**config.mk**
```make
export PLATFORM = sky130hd
export DESIGN_NAME = risc0_exec_sequencer_flat
export DESIGN_NICKNAME = d
export VERILOG_FILES = /design/src/rtl/risc0_exec_sequencer_if.sv /design/src/rtl/risc0_exec_sequencer.sv /design/src/flat_wrapper.sv
export SDC_FILE = /design/constraint.sdc
export NUM_CORES = 1
export LEC_CHECK = 0
export CORE_MARGIN = 4
export CORE_UTILIZATION = 55
export DETAILED_ROUTE_END_ITERATION = 7
export GPL_TIMING_DRIVEN = 0
export PLACE_DENSITY_LB_ADDON = 0.05
export SETUP_SLACK_MARGIN = 0.3
export SLEW_MARGIN = 20
export SYNTH_ARGS = -nofsm -noshare
export SYNTH_HDL_FRONTEND = slang
export SYNTH_SLANG_ARGS = --single-unit
```
**constraint.sdc**
```tcl
create_clock -name clk -period 8.8 [get_ports clk]
set_clock_uncertainty 0.15 [all_clocks]
set_input_delay 0.88 -clock clk [delete_from_list [all_inputs] [get_ports clk]]
set_output_delay 0.88 -clock clk [all_outputs]
set_load 0.05 [all_outputs]
```
**src/rtl/risc0_exec_sequencer_if.sv**
```systemverilog
// Run-control bundle between the exec sequencer (master) and the executor / segment writer / host (slave).
// Carries start/config, the step handshake, the flush handshake and the status outputs.
interface risc0_exec_sequencer_if #(
    parameter int CYCLE_W = 64,
    parameter int STEP_W  = 8
);
    logic                start_execution;
    logic [31:0]         segment_threshold;
    logic [31:0]         max_cycles;
    logic                core_step;
    logic                core_step_done;
    logic                core_halt;
    logic                core_fault;
    logic [STEP_W-1:0]   core_step_cycles;
    logic                seg_flush_req;
    logic                seg_flush_last;
    logic                seg_flush_ack;
    logic [31:0]         seg_count;
    logic                busy;
    logic                execution_done;
    logic                execution_error;
    logic [1:0]          error_code;
    logic [CYCLE_W-1:0]  user_cycles;
    logic [CYCLE_W-1:0]  total_cycles;

    modport master (
        input  start_execution, segment_threshold, max_cycles,
        input  core_step_done, core_halt, core_fault, core_step_cycles,
        input  seg_flush_ack,
        output core_step, seg_flush_req, seg_flush_last, seg_count,
        output busy, execution_done, execution_error, error_code,
        output user_cycles, total_cycles
    );

    modport slave (
        output start_execution, segment_threshold, max_cycles,
        output core_step_done, core_halt, core_fault, core_step_cycles,
        output seg_flush_ack,
        input  core_step, seg_flush_req, seg_flush_last, seg_count,
        input  busy, execution_done, execution_error, error_code,
        input  user_cycles, total_cycles
    );
endinterface

```
**src/rtl/risc0_exec_sequencer.sv**
```systemverilog
// Run-control sequencer: steps the executor one instruction at a time, accounts cycles, splits segments.
// Latency: start -> core_step next cycle; step_done/ack -> next action next cycle. Flush req held until ack.
module risc0_exec_sequencer #(
    parameter int CYCLE_W = 64,
    parameter int STEP_W  = 8
) (
    input  logic                      clk,
    input  logic                      rst_n,
    risc0_exec_sequencer_if.master    bus
);
    typedef enum logic [2:0] {
        S_IDLE, S_ISSUE, S_WAIT, S_FLUSH, S_DONE, S_ERROR
    } state_t;

    state_t              state_q, state_d;
    logic [31:0]         thr_q, thr_d, max_q, max_d;
    logic [31:0]         seg_user_q, seg_user_d, seg_count_q, seg_count_d;
    logic [CYCLE_W-1:0]  user_q, user_d, total_q, total_d;
    logic                last_q, last_d, done_q, done_d, err_q, err_d;
    logic [1:0]          code_q, code_d;
    logic                step_q, req_q, req_last_q, busy_q;
    logic [CYCLE_W-1:0]  user_add;
    logic [31:0]         seg_add;
    logic                run_busy;

    always_ff @(posedge clk or negedge rst_n) begin
        if (!rst_n) begin
            state_q     <= S_IDLE;
            thr_q       <= '0;
            max_q       <= '0;
            seg_user_q  <= '0;
            seg_count_q <= '0;
            user_q      <= '0;
            total_q     <= '0;
            last_q      <= 1'b0;
            done_q      <= 1'b0;
            err_q       <= 1'b0;
            code_q      <= '0;
            step_q      <= 1'b0;
            req_q       <= 1'b0;
            req_last_q  <= 1'b0;
            busy_q      <= 1'b0;
        end else begin
            state_q     <= state_d;
            thr_q       <= thr_d;
            max_q       <= max_d;
            seg_user_q  <= seg_user_d;
            seg_count_q <= seg_count_d;
            user_q      <= user_d;
            total_q     <= total_d;
            last_q      <= last_d;
            done_q      <= done_d;
            err_q       <= err_d;
            code_q      <= code_d;
            // Handshake outputs are decoded from the next state so they are flops, not state decode.
            step_q      <= (state_d == S_ISSUE);
            req_q       <= (state_d == S_FLUSH);
            req_last_q  <= (state_d == S_FLUSH) && last_d;
            busy_q      <= (state_d == S_ISSUE) || (state_d == S_WAIT) || (state_d == S_FLUSH);
        end
    end

    always_comb begin
        state_d     = state_q;
        thr_d       = thr_q;
        max_d       = max_q;
        seg_user_d  = seg_user_q;
        seg_count_d = seg_count_q;
        user_d      = user_q;
        total_d     = total_q;
        last_d      = last_q;
        done_d      = done_q;
        err_d       = err_q;
        code_d      = code_q;
        run_busy    = (state_q == S_ISSUE) || (state_q == S_WAIT) || (state_q == S_FLUSH);
        user_add    = user_q + CYCLE_W'(bus.core_step_cycles);
        seg_add     = seg_user_q + 32'(bus.core_step_cycles);

        if (run_busy) begin
            total_d = total_q + CYCLE_W'(1);
        end

        case (state_q)
            S_IDLE, S_DONE, S_ERROR: begin
                if (bus.start_execution) begin
                    thr_d       = bus.segment_threshold;
                    max_d       = bus.max_cycles;
                    seg_user_d  = '0;
                    seg_count_d = '0;
                    user_d      = '0;
                    total_d     = '0;
                    last_d      = 1'b0;
                    done_d      = 1'b0;
                    err_d       = 1'b0;
                    code_d      = 2'd0;
                    if (bus.segment_threshold == 32'd0) begin
                        state_d = S_ERROR;
                        err_d   = 1'b1;
                        code_d  = 2'd3;
                    end else begin
                        state_d = S_ISSUE;
                    end
                end
            end
            S_ISSUE: state_d = S_WAIT;
            S_WAIT: begin
                if (bus.core_step_done) begin
                    user_d     = user_add;
                    seg_user_d = seg_add;
                    // Halt outranks the cycle limit so a terminating step still completes cleanly.
                    if (bus.core_fault) begin
                        state_d = S_ERROR;
                        err_d   = 1'b1;
                        code_d  = 2'd1;
                    end else if (bus.core_halt) begin
                        state_d = S_FLUSH;
                        last_d  = 1'b1;
                    end else if ((max_q != 32'd0) && (user_add > CYCLE_W'(max_q))) begin
                        state_d = S_ERROR;
                        err_d   = 1'b1;
                        code_d  = 2'd2;
                    end else if (seg_add >= thr_q) begin
                        state_d = S_FLUSH;
                        last_d  = 1'b0;
                    end else begin
                        state_d = S_ISSUE;
                    end
                end
            end
            S_FLUSH: begin
                if (bus.seg_flush_ack) begin
                    seg_count_d = seg_count_q + 32'd1;
                    seg_user_d  = '0;
                    if (last_q) begin
                        state_d = S_DONE;
                        done_d  = 1'b1;
                    end else begin
                        state_d = S_ISSUE;
                    end
                end
            end
            default: state_d = S_IDLE;
        endcase
    end

    assign bus.core_step       = step_q;
    assign bus.seg_flush_req   = req_q;
    assign bus.seg_flush_last  = req_last_q;
    assign bus.seg_count       = seg_count_q;
    assign bus.busy            = busy_q;
    assign bus.execution_done  = done_q;
    assign bus.execution_error = err_q;
    assign bus.error_code      = code_q;
    assign bus.user_cycles     = user_q;
    assign bus.total_cycles    = total_q;
endmodule

```
**src/flat_wrapper.sv**
```systemverilog
// flat-port wrapper written by rule: the top's interface ports become plain ports
module risc0_exec_sequencer_flat 
#(
    parameter int CYCLE_W = 64,
    parameter int STEP_W  = 8
)
  (clk, rst_n, bus_start_execution, bus_segment_threshold, bus_max_cycles, bus_core_step_done, bus_core_halt, bus_core_fault, bus_core_step_cycles, bus_seg_flush_ack, bus_core_step, bus_seg_flush_req, bus_seg_flush_last, bus_seg_count, bus_busy, bus_execution_done, bus_execution_error, bus_error_code, bus_user_cycles, bus_total_cycles);
  risc0_exec_sequencer_if #(.CYCLE_W(CYCLE_W), .STEP_W(STEP_W)) bus_i ();
  input  logic clk;
  input  logic rst_n;
  input wire logic [$bits(bus_i.start_execution)-1:0] bus_start_execution;
  input wire logic [$bits(bus_i.segment_threshold)-1:0] bus_segment_threshold;
  input wire logic [$bits(bus_i.max_cycles)-1:0] bus_max_cycles;
  input wire logic [$bits(bus_i.core_step_done)-1:0] bus_core_step_done;
  input wire logic [$bits(bus_i.core_halt)-1:0] bus_core_halt;
  input wire logic [$bits(bus_i.core_fault)-1:0] bus_core_fault;
  input wire logic [$bits(bus_i.core_step_cycles)-1:0] bus_core_step_cycles;
  input wire logic [$bits(bus_i.seg_flush_ack)-1:0] bus_seg_flush_ack;
  output wire logic [$bits(bus_i.core_step)-1:0] bus_core_step;
  output wire logic [$bits(bus_i.seg_flush_req)-1:0] bus_seg_flush_req;
  output wire logic [$bits(bus_i.seg_flush_last)-1:0] bus_seg_flush_last;
  output wire logic [$bits(bus_i.seg_count)-1:0] bus_seg_count;
  output wire logic [$bits(bus_i.busy)-1:0] bus_busy;
  output wire logic [$bits(bus_i.execution_done)-1:0] bus_execution_done;
  output wire logic [$bits(bus_i.execution_error)-1:0] bus_execution_error;
  output wire logic [$bits(bus_i.error_code)-1:0] bus_error_code;
  output wire logic [$bits(bus_i.user_cycles)-1:0] bus_user_cycles;
  output wire logic [$bits(bus_i.total_cycles)-1:0] bus_total_cycles;
  assign bus_i.start_execution = bus_start_execution;
  assign bus_i.segment_threshold = bus_segment_threshold;
  assign bus_i.max_cycles = bus_max_cycles;
  assign bus_i.core_step_done = bus_core_step_done;
  assign bus_i.core_halt = bus_core_halt;
  assign bus_i.core_fault = bus_core_fault;
  assign bus_i.core_step_cycles = bus_core_step_cycles;
  assign bus_i.seg_flush_ack = bus_seg_flush_ack;
  assign bus_core_step = bus_i.core_step;
  assign bus_seg_flush_req = bus_i.seg_flush_req;
  assign bus_seg_flush_last = bus_i.seg_flush_last;
  assign bus_seg_count = bus_i.seg_count;
  assign bus_busy = bus_i.busy;
  assign bus_execution_done = bus_i.execution_done;
  assign bus_execution_error = bus_i.execution_error;
  assign bus_error_code = bus_i.error_code;
  assign bus_user_cycles = bus_i.user_cycles;
  assign bus_total_cycles = bus_i.total_cycles;
  risc0_exec_sequencer #(.CYCLE_W(CYCLE_W), .STEP_W(STEP_W)) u_core (.clk(clk), .rst_n(rst_n), .bus(bus_i));
endmodule
```
Yosys cells after proc, flatten, opt, wreduce, memory -nomap -nowiden
Cells that the tools add are included.
Operators by class
  add/subtract/negate cells: 4
  $mul: 0
  divide/modulo/power cells: 0
  magnitude comparators: 2
  equal/unequal tests: 14
  shift operators: 0
  multiplexer cells: 47
  bitwise logic cells: 0
  reduce and logical (&&, ||, !) cells: 19
Operators with widths (count)
  64-bit 2-to-1 mux: 5
  32-bit 2-to-1 mux: 4
  64-bit one-hot mux with 2 select lines: 1
  32-bit one-hot mux with 3 select lines: 1
  64-bit by 1-bit adder with 64-bit output, second input constant: 1
  64-bit by 8-bit adder with 64-bit output: 1
  64-bit by 32-bit greater-than comparator with 1-bit output: 1
  32-bit one-hot mux with 2 select lines: 1
  32-bit by 1-bit adder with 32-bit output, second input constant: 1
  32-bit by 8-bit adder with 32-bit output: 1
  32-bit >= comparator: 1
  32-bit logical NOT: 1
  32-bit nonzero test: 1
  3-bit 2-to-1 mux: 8
  1-bit 2-to-1 mux: 15
  2-bit 2-to-1 mux: 7
  3-bit by 2-bit == test with 1-bit output, second input constant: 4
  3-bit one-hot mux with 4 select lines: 1
  4-bit AND reduction: 2
  3-bit by 1-bit == test with 1-bit output, second input constant: 2
  3-bit == test, second input constant: 2
  2-bit inequality test, second input constant: 3
  3-bit inequality test, second input constant: 2
  1-bit one-hot mux with 2 select lines: 3
  11 further kinds: 17
Storage, ports and cells
  bits in registers: 268
  bits in latches: 0
  RAM bits: 0
  bits in read-only memories: 0
  bits of input ports: 79
  output and inout bits: 168
  logic and storage cells: 101
  memories kept: 0

Depth between registers and ports, before layout
  depth in word-level cells: 11
  gate-level depth with buffers: 23
  gate-level depth less buffers: 22

Worst setup path after synthesis
OpenSTA, ideal clock, no wires.
  kind: input-to-reg
  from: in bus_core_step_cycles[7]
  to: reg u_core.req_last_q, in the netlist u_core.bus.seg_flush_last
  arrival: 5776 ps
  required time: 8530 ps
  slack: 2755 ps
  stages: 22
  path buffers: 1
  cell sequence: ha_1 nand3_1 a211oi_1 o21ai_1 or3_1 clkbuf_1 nor2b_1 and2_1 and4_1 and3_1 xor2_1 ha_1 nand4_1 or4_1 nor3_1 a21oi_1 a31oi_1 nand4_1 nor4_4 a21oi_2 o41a_1 and3_1
On the way
  elaborated cells between the ends (all ways): 19
RTL lines
  from (decl): line flat_wrapper.sv:17  | input wire logic [$bits(bus_i.core_step_cycles)-1:0] bus_core_step_cycles;
  64-bit by 8-bit adder with 64-bit output / 32-bit by 8-bit adder with 32-bit output (equally long branches): line risc0_exec_sequencer.sv:76, risc0_exec_sequencer.sv:77
  64-bit by 32-bit greater-than comparator with 1-bit output / 32-bit >= comparator (equally long branches): line risc0_exec_sequencer.sv:118, risc0_exec_sequencer.sv:122
  1-bit logical AND / 1-bit 2-to-1 mux (equally long branches): line risc0_exec_sequencer.sv:118, risc0_exec_sequencer.sv:122
  1-bit 2-to-1 mux *: line risc0_exec_sequencer.sv:118  | end else if ((max_q != 32'd0) && (user_add > CYCLE_W'(max_q))) begin
  1-bit 2-to-1 mux *: line risc0_exec_sequencer.sv:115  | end else if (bus.core_halt) begin
  1-bit 2-to-1 mux *: line risc0_exec_sequencer.sv:111  | if (bus.core_fault) begin
  1-bit 2-to-1 mux *: line risc0_exec_sequencer.sv:107  | if (bus.core_step_done) begin
  1-bit one-hot mux with 2 select lines *: line risc0_exec_sequencer.sv:83  | case (state_q)
  net u_core.last_d: line risc0_exec_sequencer.sv:19  | logic last_q, last_d, done_q, done_d, err_q, err_d;
  1-bit logical AND *: line risc0_exec_sequencer.sv:58  | req_last_q <= (state_d == S_FLUSH) && last_d;
  to (signal assigned): line risc0_exec_sequencer.sv:58
  to (decl): line risc0_exec_sequencer.sv:21  | logic step_q, req_q, req_last_q, busy_q;
The timed path passes the listed nets; every way through them passes the cells marked *.
A chain may end at the register's enable or synchronous reset.

Worst setup path in the final report
  from: in bus_core_step_cycles[2]
  to: reg u_core.req_last_q, in the netlist u_core.bus.seg_flush_last
Same word-level chain as after synthesis.

==> run_results.csv <==
group,metric,value,unit
power,power.total,4.77,mW
power,p_seq_share,33.3,%
power,p_int,2.90,mW
power,p_clk_share,28.8,%
synth,synth_mux_area_share,0.384,%
worst_setup_path,r2r_start,"u_core.bus.user_cycles[7]",
cells_and_area,drive_gt1_share,4.28,%
worst_setup_path,cp_slowest_cell,"or4_1",
drt,drc,0,
worst_setup_path,cp-end-kind,"register",
clocking,hold_buffers,0,
global_routing,grt_pass1_wl,78200,um
worst_setup_path,crit_buf_inv,2,
sta,setup_viol,0,
placed_design,port-buffer-count,246,
drt,drtIter0Drc,1386,
floorplan,die_area,0.0318,sq mm
synth,synth_flop_cell,"dfrtp_1",
sta,post-route-period-util,85.2,%
worst_setup_path,cp-startpoint,"bus_core_step_cycles[2]",
clocking,root_buffer,"clkbuf_16",
sta,hold_viol_final,0,
cells_and_area,num_antenna_cells,0,
cells_and_area,multi_input_area,0.00860,sq mm
synth,synthCells,1844,
synth,yosys_register_bits,268,
synth,ys_async_sr_fraction,100,%
outcome,status,"completed",
drt,vias,15100,
clocking,clk_path_buf_depth,3,
cells_and_area,utilization,70.0,%
synth,netlist_area,0.0160,sq mm
clocking,numCtsBuffers,30,
worst_setup_path,crit_arrival,7.79,ns
floorplan,ios,247,
worst_setup_path,cp-start-kind,"primary input",
power,p_per_area,237,mW/mm^2
synth,synth_top_family_by_area,"simple AND/OR/NAND/NOR gates",
drt,finalWirelength,50100,um
sta,rsz0062_at_grt,"false",
clocking,cts.clk_slew.worst_paths,0.06,ns
synth,synth-simple-area-share,23.3,%
power,ir_worst_vdd,172,uV
floorplan,core,0.0287,sq mm
synth,yosysTopAreaCellShare,42.0,%
cells_and_area,regArea,0.00671,sq mm
worst_setup_path,cp_cell_sequence,"clkdlybuf4s50_1 > ha_1 > o211ai_1 > a211oi_1 > o21ai_1 > or3_1 > clkbuf_1 > nor2b_1 > and2_1 > and4_1 > and3_1 > xor2_1 > ha_1 > nand4_1 > or4_1 > nor3_1 > a21oi_1 > a31oi_1 > nand4_1 > nor4_4 > a21oi_2 > o41a_1 > and3_1",
floorplan,die-height,178,um
sta,drv_slew,0,
synth,ys_top_cells_by_area,"dfrtp_1 42%, ha_1 6.4%, nand2_1 6.0%",
worst_setup_path,critPathKind,"primary input to register",
cells_and_area,n_fill_cell,2338,
clocking,post_cts_buffers,0,
floorplan,rows,62,
cells_and_area,nets,2289,
flow_run,maxCapViolCount,0,
global_routing,grt-ovfl-total,0,
synth,ys_types,78,
sta,setup_tns,0,ns
clocking,htreeDepth,1,
power,swShare,39.3,%
synth,synth.avg_cell_area,8.67,sq um
sta,fmax,0.133,GHz
synth,seq_area_frac_synth,42.0,%
sta,period_minus_slack,7.50,ns
clocking,clk_latency,0.56,ns
clocking,cts_tree,"done",
power,p_leak,8.76,nW
synth,synth_compound_area_share,15.1,%
clocking,clkSinkCount,268,
global_routing,grt_usage,30.7,%
worst_setup_path,slowest_delay,0.64,ns
synth,synth_xor_area_share,8.22,%
placed_design,preCtsSetupSlack,0.940,ns
drt,viasPerCell,5.98,
synth,syn_nets,2007,
sta,relSlewSlack,27.5,%
synth,synth_edf_count,0,
drt,drt_pass1_iterations,5,
global_routing,antenna_found_initial,1,
worst_setup_path,crit_path_max_fanout,6,
synth,yosysTopAreaCell,"dfrtp_1",
power,p_switching,1.88,mW
min_path,hold_class,"primary input to async pin",
cells_and_area,area_growth_syn_to_layout,25.8,%
floorplan,initial_utilization,55.7,%
placed_design,place_congestion,0.956,
drt,ant_nets,0,
power,p_comb_share,37.8,%
synth,ys_warn_count,0,
global_routing,grt_pass1_vias,14300,
placed_design,hpwl,37400,um
synth,yosys.area_share.adder,6.67,%
clocking,cts_resized,0,
drt,routedWlPerCell,19.8,um
floorplan,die_w,178,um
global_routing,grt_max_degree,98,
worst_setup_path,required,9.09,ns
sta,final.setup.worst_slack,1.30,ns
worst_setup_path,path_delay_family,"simple AND/OR/NAND/NOR gates",
sta,worstMarginPinSlew,1.08,ns
per-layer routing:
metal | track usage (%) | part of all wire, % | vias to the layer above
met5 | 0 | 0.026 | -
met4 | 9.56 | 3.2 | 2
met3 | 4.66 | 7.5 | 113
met2 | 50.4 | 47 | 616
met1 | 42.2 | 42 | 7320
li1 | - | - | 7089
state kept, by name, indices dropped and copies added, names as in the netlist:
signal,flops
u_core.bus.busy,1
u_core.bus.core_step,1
u_core.bus.error_code,2
u_core.bus.execution_done,1
u_core.bus.execution_error,1
u_core.bus.seg_count,32
u_core.bus.seg_flush_last,1
u_core.bus.seg_flush_req,1
u_core.bus.total_cycles,64
u_core.bus.user_cycles,64
u_core.last_q,1
u_core.max_q,32
u_core.seg_user_q,32
u_core.state_q,3
u_core.thr_q,32
metrics by stage:
step	hold slack, ns	area [sq um]	instances
after floorplan	0.302	16000	1844
after global placement	0.319	18900	2474
after detailed placement	0.338	19000	2478
after CTS	0.0652	20100	2533
after global routing	0.0827	20100	2533
final	0.0756	20100	2533
cell usage after synthesis, types with 4 or more instances:
| cell | number |
|---|---|
| dfrtp_1 | 268 |
| nand2_1 | 257 |
| o21ai_0 | 176 |
| nor2_1 | 151 |
| nand3_1 | 98 |
| inv_1 | 92 |
| ha_1 | 82 |
| xor2_1 | 80 |
| xnor2_1 | 70 |
| clkbuf_1 | 69 |
| a21oi_1 | 68 |
| nand4_1 | 52 |
| and3_1 | 41 |
| o31ai_1 | 31 |
| nor4_1 | 29 |
| nor3_1 | 28 |
| a31oi_1 | 26 |
| or3_1 | 21 |
| and4_1 | 19 |
| a21o_1 | 14 |
| and2_1 | 14 |
| a22o_1 | 12 |
| nand2b_1 | 12 |
| buf_2 | 9 |
| a211oi_1 | 7 |
| nor2b_1 | 7 |
| o211ai_1 | 7 |
| buf_1 | 6 |
| o21ai_1 | 6 |
| mux2i_1 | 5 |
| or4_1 | 5 |
| a21boi_0 | 4 |
| o2111ai_1 | 4 |
logic make-up after synthesis:
logic type	count (synthesis)
adders and majority gates	84
AOI/OAI and AO/OA	398
xor gates and xnor gates	150
muxes	6
buffers and inverters	179
and+or+nand+nor	759
DFF	268
final cells by class:
cell class	instances	share of cell area (%)
multi-input combinational	1397	42.8
clock inverter	17	1.18
sequential	268	33.4
tap	384	2.39
clock buffer	38	4.19
inverter	92	1.72
buffer	87	1.70
timing repair buffer	250	12.7
placed cells by master (no fill, tap or decap), types with 19 or more instances in the layout:
cell type	instances
and3_1	41
nand2_1	257
nor2_1	151
nor3_1	28
o21ai_0	176
nand4_1	52
and4_1	19
nand3_1	98
clkbuf_1	72
clkbuf_16	31
a31oi_1	26
dfrtp_1	268
o31ai_1	31
xnor2_1	70
xor2_1	80
inv_1	92
or3_1	21
nor4_1	28
clkdlybuf4s50_1	245
a21oi_1	68
ha_1	82
path summary, 6_finish.rpt:
path | end | cells past startpoint | slack [ns]
worst max-delay path | u_core.bus.seg_flush_last | 23 | 1.30
worst min-delay path | u_core.bus.total_cycles[18] | 1 | 0.08
worst max register to register | u_core.bus.seg_flush_last | 22 | 1.71
worst min register to register | u_core.seg_user_q[0] | 2 | 0.35
max in group asynchronous | u_core.bus.seg_count[12] | 2 | 7.61
min in group clk | u_core.seg_user_q[0] | 2 | 0.35
worst register-to-register path: cells and delay by family, from the launching register on:
family	cells	cell delay, ns
and+or+nand+nor	12	3.62
AOI/OAI and AO/OA	6	1.75
adders and majority gates	2	0.73
DFF	1	0.43
buffers and inverters	1	0.19
xor gates and xnor gates	1	0.11
power by group through the flow:
stage                     combinational (mW)  clock, mW  sequential, mW
final                                   1.81       1.38            1.59
after global routing                    1.98       1.45            1.61
after CTS                               1.79       1.39            1.59
after detailed placement                1.77          0            1.61
after global placement                  1.71          0            1.60
after floorplan                         1.01          0            1.74
No activity file was read; power rests on OpenSTA's default activity.
